$ cat src/rtl/arbiter_pkg.sv
// Shared types and defaults for the two-cache memory arbiter.
// States, owner encoding and the default bus widths live here so every block agrees.
package arbiter_pkg;

    localparam int ADDR_W_DEF  = 28;
    localparam int DATA_W_DEF  = 128;
    localparam int TIMEOUT_DEF = 255;

    typedef enum logic [2:0] {
        IDLE    = 3'd0,
        I_REQ   = 3'd1,
        I_BUSY  = 3'd2,
        D_REQ   = 3'd3,
        D_BUSY  = 3'd4,
        RELEASE = 3'd5
    } state_t;

    typedef enum logic {
        OWN_I = 1'b0,
        OWN_D = 1'b1
    } owner_t;

    // True while a memory transaction is outstanding and the watchdog should run.
    function automatic logic in_transaction(input state_t s);
        return (s == I_REQ) || (s == I_BUSY) || (s == D_REQ) || (s == D_BUSY);
    endfunction

endpackage

$ cat src/rtl/arb_watchdog.sv
// Transaction watchdog: counts enabled cycles, clears on demand, and raises a
// sticky flag once the count reaches LIMIT. Only reset clears the flag.
module arb_watchdog #(
    parameter int LIMIT = 255
) (
    input  logic clock,
    input  logic reset,
    input  logic count,
    input  logic clear,
    output logic flag
);

    localparam int CW = $clog2(LIMIT + 1);

    logic [CW-1:0] cycles;

    always_ff @(posedge clock) begin
        if (reset) begin
            cycles <= '0;
            flag   <= 1'b0;
        end else begin
            if (clear) begin
                cycles <= '0;
            end else if (count && (cycles != CW'(LIMIT))) begin
                cycles <= cycles + 1'b1;
            end
            // The flag rises on the same edge that the count reaches LIMIT.
            if (count && !clear && (cycles == CW'(LIMIT - 1))) begin
                flag <= 1'b1;
            end
        end
    end

endmodule

$ cat src/rtl/memory_arbiter.sv
// Arbitrates one shared block memory between an instruction cache and a data cache,
// round-robin on ties, with a one-cycle RELEASE handshake back to the served cache.
module memory_arbiter
    import arbiter_pkg::*;
#(
    parameter int ADDR_W  = ADDR_W_DEF,
    parameter int DATA_W  = DATA_W_DEF,
    parameter int TIMEOUT = TIMEOUT_DEF
) (
    input  logic              clock,
    input  logic              reset,
    input  logic              i_mem_Read,
    input  logic [ADDR_W-1:0] i_mem_Address,
    output logic [DATA_W-1:0] i_mem_Readdata,
    output logic              i_mem_BusyWait,
    input  logic              d_mem_Read,
    input  logic              d_mem_Write,
    input  logic [ADDR_W-1:0] d_mem_Address,
    input  logic [DATA_W-1:0] d_mem_Writedata,
    output logic [DATA_W-1:0] d_mem_Readdata,
    output logic              d_mem_BusyWait,
    output logic              mem_Read,
    output logic              mem_Write,
    output logic [ADDR_W-1:0] mem_Address,
    output logic [DATA_W-1:0] mem_Writedata,
    input  logic [DATA_W-1:0] mem_Readdata,
    input  logic              mem_BusyWait,
    output logic              timeout_err
);

    state_t state;
    owner_t owner;
    owner_t last_grant;

    logic i_req;
    logic d_req;
    logic wd_count;
    logic wd_clear;

    assign i_req = i_mem_Read;
    assign d_req = d_mem_Read | d_mem_Write;

    // A requester is stalled at all times except the single RELEASE cycle of its own grant.
    assign i_mem_BusyWait = i_req && !((state == RELEASE) && (owner == OWN_I));
    assign d_mem_BusyWait = d_req && !((state == RELEASE) && (owner == OWN_D));

    assign wd_count = in_transaction(state);
    assign wd_clear = (state == IDLE);

    arb_watchdog #(
        .LIMIT(TIMEOUT)
    ) u_watchdog (
        .clock(clock),
        .reset(reset),
        .count(wd_count),
        .clear(wd_clear),
        .flag (timeout_err)
    );

    always_ff @(posedge clock) begin
        if (reset) begin
            state          <= IDLE;
            owner          <= OWN_I;
            last_grant     <= OWN_I;
            mem_Read       <= 1'b0;
            mem_Write      <= 1'b0;
            mem_Address    <= '0;
            mem_Writedata  <= '0;
            i_mem_Readdata <= '0;
            d_mem_Readdata <= '0;
        end else begin
            case (state)
                IDLE: begin
                    // On a tie the cache that was not served last wins.
                    if (d_req && (!i_req || (last_grant == OWN_I))) begin
                        state         <= D_REQ;
                        owner         <= OWN_D;
                        last_grant    <= OWN_D;
                        mem_Write     <= d_mem_Write;
                        mem_Read      <= !d_mem_Write;
                        mem_Address   <= d_mem_Address;
                        mem_Writedata <= d_mem_Writedata;
                    end else if (i_req) begin
                        state         <= I_REQ;
                        owner         <= OWN_I;
                        last_grant    <= OWN_I;
                        mem_Read      <= 1'b1;
                        mem_Write     <= 1'b0;
                        mem_Address   <= i_mem_Address;
                        mem_Writedata <= '0;
                    end
                end
                I_REQ: begin
                    if (mem_BusyWait) state <= I_BUSY;
                end
                D_REQ: begin
                    if (mem_BusyWait) state <= D_BUSY;
                end
                I_BUSY, D_BUSY: begin
                    if (!mem_BusyWait) begin
                        // A requester that withdrew mid-transaction gets nothing back.
                        if ((state == I_BUSY) && i_req) i_mem_Readdata <= mem_Readdata;
                        if ((state == D_BUSY) && d_req) d_mem_Readdata <= mem_Readdata;
                        mem_Read      <= 1'b0;
                        mem_Write     <= 1'b0;
                        mem_Address   <= '0;
                        mem_Writedata <= '0;
                        state         <= RELEASE;
                    end
                end
                RELEASE: begin
                    state <= IDLE;
                end
                default: begin
                    state <= IDLE;
                end
            endcase
        end
    end

endmodule

$ cat config.mk
export PLATFORM = sky130hd
export DESIGN_NAME = memory_arbiter
export DESIGN_NICKNAME = d
export VERILOG_FILES = /design/src/rtl/arbiter_pkg.sv /design/src/rtl/arb_watchdog.sv /design/src/rtl/memory_arbiter.sv
export SDC_FILE = /design/constraint.sdc
export NUM_CORES = 1
export LEC_CHECK = 0
export BUFFER_PORTS_ARGS = -buffer_cell sky130_fd_sc_hd__buf_4
export CAP_MARGIN = 15
export CORE_AREA = 2 2 287 289
export DETAILED_ROUTE_END_ITERATION = 16
export DIE_AREA = 0 0 289 291
export GPL_ROUTABILITY_DRIVEN = 0
export PLACE_DENSITY = 0.37
export SLEW_MARGIN = 20
export SYNTH_ARGS = -nofsm -noshare
export SYNTH_HDL_FRONTEND = slang
export SYNTH_SLANG_ARGS = --single-unit
$ cat constraint.sdc
create_clock -name clock -period 2.23 [get_ports clock]
set_input_delay 0.446 -clock clock [delete_from_list [all_inputs] [get_ports clock]]
set_output_delay 0.446 -clock clock [all_outputs]
set_load 0.05 [all_outputs]
After elaboration in Yosys (flattened, before gate mapping). Index checks and enable logic that the tools add are counted.

$add $sub $neg: 1. Equal/unequal tests: 11. Muxes and demuxes: 22. Bitwise operators: 3. Reduce and logical (&&, ||, !) cells: 29.

Operator list (count): 128-bit 2-to-1 mux (3); 128-bit one-hot mux with 2 select lines (1); 28-bit 2-to-1 mux (3); 28-bit one-hot mux with 2 select lines (1); 3-bit 2-to-1 mux (5); 3-bit one-hot mux with 4 select lines (1); 1-bit logical AND (10); 3-bit AND reduction (3); 8-bit by 1-bit adder with 8-bit output, second input constant (1); 8-bit == test, second input constant (1); 8-bit != test, second input constant (1); 3-bit by 2-bit == test with 1-bit output, second input constant (2); 3-bit == test, second input constant (2); 1-bit 2-to-1 mux (6); 2-bit != test, second input constant (3); 1-bit logical NOT (5); 1-bit logical OR (4); 1-bit one-hot mux with 2 select lines (2); 4-bit AND reduction (1); 2-bit nonzero test (2); 2-bit OR reduction (2); 3-bit by 1-bit == test with 1-bit output, second input constant (1); 3-bit logical NOT (1); 3-bit != test, second input constant (1); 3 further kinds (4).

Bits in registers: 427. Input bits: 318. Output and inout port bits: 417. Word-level logic and storage cells: 76.

Longest topological paths before layout.
Depth in word-level cells: 6. Depth in mapped cells: 8. Depth with buffers taken out: 5.

Cells and area by module. A second synthesis with hierarchy kept.

Cell total of the unflattened synthesis: 2006. Area, all modules: 18021.0 um2.

By module, submodules not included: memory_arbiter (times used 1, cells each 1955, area each 17555.6 um2, seq. area each 8368.0 um2); arb_watchdog (times used 1, cells each 51, area each 465.4 um2, seq. area each 180.2 um2).

Worst setup path after synthesis. Ideal clock, no wire load.

Path type: register to output. Start point: reg state[2]. End point: out d_mem_BusyWait. Arrival: 1408 ps. Data required time: 1784 ps. Path slack: 376 ps. Stages on the path, launching flop included: 4. Buffers on the path: 1. Cell sequence: dfxtp_1 -> buf_6 -> nor2b_1 -> a31oi_1.

Word-level cells in the longest chain between the ends: 4.

Ends and longest elaborated chain: from (decl) (line memory_arbiter.sv:31) `state_t state;`; from (signal assigned) (line memory_arbiter.sv:62) `state <= IDLE;`; from (signal assigned) (line memory_arbiter.sv:76) `state <= D_REQ;`; from (signal assigned) (line memory_arbiter.sv:84) `state <= I_REQ;`; 3-bit == test (line memory_arbiter.sv:45) `assign d_mem_BusyWait = d_req && !((state == RELEASE) && (owner == OWN_D));`; 1-bit logical AND (line memory_arbiter.sv:45); 1-bit logical NOT (line memory_arbiter.sv:45); 1-bit logical AND (line memory_arbiter.sv:45); to (decl) (line memory_arbiter.sv:21) `output logic d_mem_BusyWait,`.

No other way between the ends.

Worst setup path after layout.
Start point: reg state[1]. End point: out i_mem_BusyWait.

Word-level cells in the longest chain between the ends: 4.

Ends and longest elaborated chain: 3-bit == test (line memory_arbiter.sv:44) `assign i_mem_BusyWait = i_req && !((state == RELEASE) && (owner == OWN_I));`; 1-bit logical AND (line memory_arbiter.sv:44); 1-bit logical NOT (line memory_arbiter.sv:44); 1-bit logical AND (line memory_arbiter.sv:44); to (decl) (line memory_arbiter.sv:15) `output logic i_mem_BusyWait,`.

No other way between the ends.

==> flow_metrics.py <==
metrics = {
    "clock_network": {
        "cts_hold_buf": 0,
        "clkLatencyLatePin_ps": 590,
        "htree_levels": 2,
        "path_clk_slew_ps": 60,
        "cts_tree": "built",
        "root_buffer": "clkbuf_16",
        "clkSinkCount": 427,
        "cts_buffers": 52,
        "cts_max_path_buffers": 3,
    },
    "setup_path": {
        "r2r_start": "state[2]$_SDFFE_PP0P_",
        "setup.worst_path.end_class": "output port",
        "r2r.worst_path.cells": 7,
        "path_cells": "nor2b_2, buf_4, nand2_1, o21a_1, buf_4",
        "worst_path_largest_cell_delay_ps": 380,
        "path_max_fanout": 12,
        "reg2reg_slack_ps": 210,
        "r2r_end": "mem_Writedata[20]$_SDFFE_PP0P_",
        "cp.arrival_ps": 1630,
        "crit_path_frequent_cell": "buf_4",
        "start_kind": "flop",
        "worst_ep_required_time_ps": 1780,
        "crit_start": "state[1]$_SDFFE_PP0P_",
        "slowest_stage": "dfxtp_4",
        "critPathKind": "flop to output port",
    },
    "sta": {
        "clock-skew-final_ps": 18.1,
        "setup_viol": 0,
        "period_needed_ps": 2080,
        "final_max_slew_viol_count": 0,
        "min_period_over_period_pct": 93.3,
        "fin_hold_ws_ps": 108,
        "setup_tns_ps": 0,
        "max_freq_ghz": 0.481,
        "tightest_slew_ps": 574,
        "slew_headroom_pct": 61.6,
        "hold_viol_final": 0,
        "rsz0062_at_grt": "false",
    },
    "logic_synthesis": {
        "ys_ff_latch": 427,
        "synth_top_cell_area_share_pct": 55.4,
        "syn_nets": 2223,
        "synth_common_cells": "650 x nand2_1, 427 x dfxtp_1, 389 x a21oi_1",
        "yosysSeqAreaShare_pct": 55.4,
        "netlist_area_um2": 15400,
        "synth_top_area_cell": "dfxtp_1",
        "synthCells": 1903,
        "synth_ff_type": "dfxtp_1",
        "ys_types": 44,
        "yosysWarnings": 0,
        "synth_edf_count": 0,
        "synthMostInstantiatedCell": "nand2_1",
        "synth_area_leaders": "dfxtp_1 55%, nand2_1 16%, a21oi_1 13%",
        "ys_async_sr_fraction_pct": 0,
        "syn_area_per_cell_um2": 8.11,
    },
    "min_path": {
        "holdPathStages": 3,
        "whs_endpoint": "d_mem_Readdata[92]$_SDFFE_PP0P_",
        "worstHoldStart": "mem_Readdata[92]",
        "hp-class": "input port to flop",
    },
    "place": {
        "dpl_cell_area_um2": 22600,
        "hpwl_mm": 53.8,
        "numPortBuffers": 734,
    },
    "routing": {
        "ant_nets": 0,
        "viasPerCell": 4.26,
        "firstDrtPassIters": 5,
        "first_iter_violations": 598,
        "via_count": 15895,
        "routed_wl_mm": 71.3,
        "wl_per_cell_um": 19.1,
        "route.detailed.drc": 0,
    },
    "grt": {
        "use_met1_pct": 16.6,
        "busiest_layer": "met2",
        "grtUsageTotal_pct": 16.1,
        "met2_usage_pct": 28.0,
        "grt_util_met3_pct": 7.99,
        "grt_max_degree": 75,
        "grt_pass1_vias": 15915,
        "grt_overflow_total": 0,
        "antenna_found_initial": 13,
        "grt_pass1_wl_mm": 102,
    },
    "power": {
        "power_density_nw_per_um2": 939,
        "peakVddDrop_v": 0.000474,
        "p_leak_nw": 10.0,
        "power_mw": 22.9,
    },
    "die": {
        "fp.dieH_um": 291,
        "start_util_pct": 19.0,
        "die_area_um2": 84100,
        "rows": 105,
        "die_w_um": 289,
        "pin_count": 735,
        "coreArea_um2": 81200,
    },
    "run": {
        "drv_cap": 0,
    },
    "layout": {
        "utilization_pct": 30.1,
        "drive_gt1_share_pct": 34.2,
        "multi_input_area_um2": 6190,
        "nNetsFinal": 2934,
        "regArea_um2": 8560,
        "area_delta_synth_final_pct": 58.1,
        "fillers": 8789,
        "design_area_um2": 24400,
    },
    "status": {
        "status": "finished clean",
    },
}
## power breakdown
part           switching, mW  internal, mW
clock                   3.46          5.28
sequential             0.316          8.15
combinational           3.81          1.90
## timing repair
action,CTS,global route
setup buffers,0,2
setup endpoints to repair,2,2
gates resized for setup,3,2
## flip-flops by register name, summed over array words and instances (netlist names)
signal	flops
state	3
mem_Read	1
mem_Writedata	128
i_mem_Readdata	128
u_watchdog.flag	1
last_grant	1
mem_Write	1
u_watchdog.cycles	8
mem_Address	28
d_mem_Readdata	128
## worst max-delay path, delay by kind of cell, from the launching register on
kind	cells	cell delay, ps
DFF	1	380
buffers and inverters	2	320
AOI/OAI and AO/OA	1	180
and+or+nand+nor	2	170
## per-stage QoR
stage          instances  setup slack, ps
2_1_floorplan       1903              376
3_3_place_gp        3628              241
3_5_place_dp        3628              195
4_1_cts             3724             20.2
5_1_grt             3728             19.1
6_report            3731              150
## kinds of logic (layout without fill, tap and decap cells)
| logic type | after synthesis | count (layout) | share of synthesized area, % |
|---|---|---|---|
| buffers and inverters | 160 | 913 | 4.94 |
| other | 0 | 5 | 0 |
| DFF | 427 | 427 | 55.4 |
| and+or+nand+nor | 836 | 836 | 21.8 |
| AOI/OAI and AO/OA | 445 | 445 | 15.7 |
| muxes | 30 | 30 | 1.95 |
| adders and majority gates | 2 | 2 | 0.162 |
| xor gates and xnor gates | 3 | 3 | 0.170 |
## layer usage
metal  wire, um  share of wire (%)
met1      25800                 36
met2      34400                 48
met3       8640                 12
met4       2390                3.3
met5        107               0.15
## worst max-delay path by stage
stage,depth (start not counted),endpoint,slack [ps]
after global routing,5,i_mem_BusyWait,20
after global placement,7,d_mem_Readdata[105]$_SDFFE_PP0P_,240
after CTS,5,i_mem_BusyWait,20
after floorplan,3,d_mem_BusyWait,380
final,5,i_mem_BusyWait,150
after detailed placement,7,d_mem_Readdata[84]$_SDFFE_PP0P_,190
## cell type report
type / instances / share of cell area, %
Inverter: 3 / 0.0461
Timing Repair Buffer: 814 / 26.8
Clock inverter: 16 / 0.810
Clock buffer: 80 / 6.42
Antenna cell: 5 / 0.0513
Multi-Input combinational cell: 1316 / 25.3
Sequential cell: 427 / 35.0
Tap cell: 1070 / 5.48
## placed cells by master, fill, tap and decap left out, types with 3 or more instances in the layout
cell type,instances
buf_4,779
nand2_1,650
dfxtp_1,425
a21oi_1,389
nand3_1,130
clkbuf_16,52
nor2_1,35
buf_12,34
mux2i_1,30
a2bb2oi_1,20
clkbuf_8,16
clkbuf_1,12
o2bb2ai_1,9
clkinv_2,9
diode_2,5
o21ai_0,4
bufinv_16,4
nor3_1,3
inv_1,3
o21a_1,3
a211oi_1,3
o41ai_1,3
Note: power is estimated with default switching activity, not from simulation.
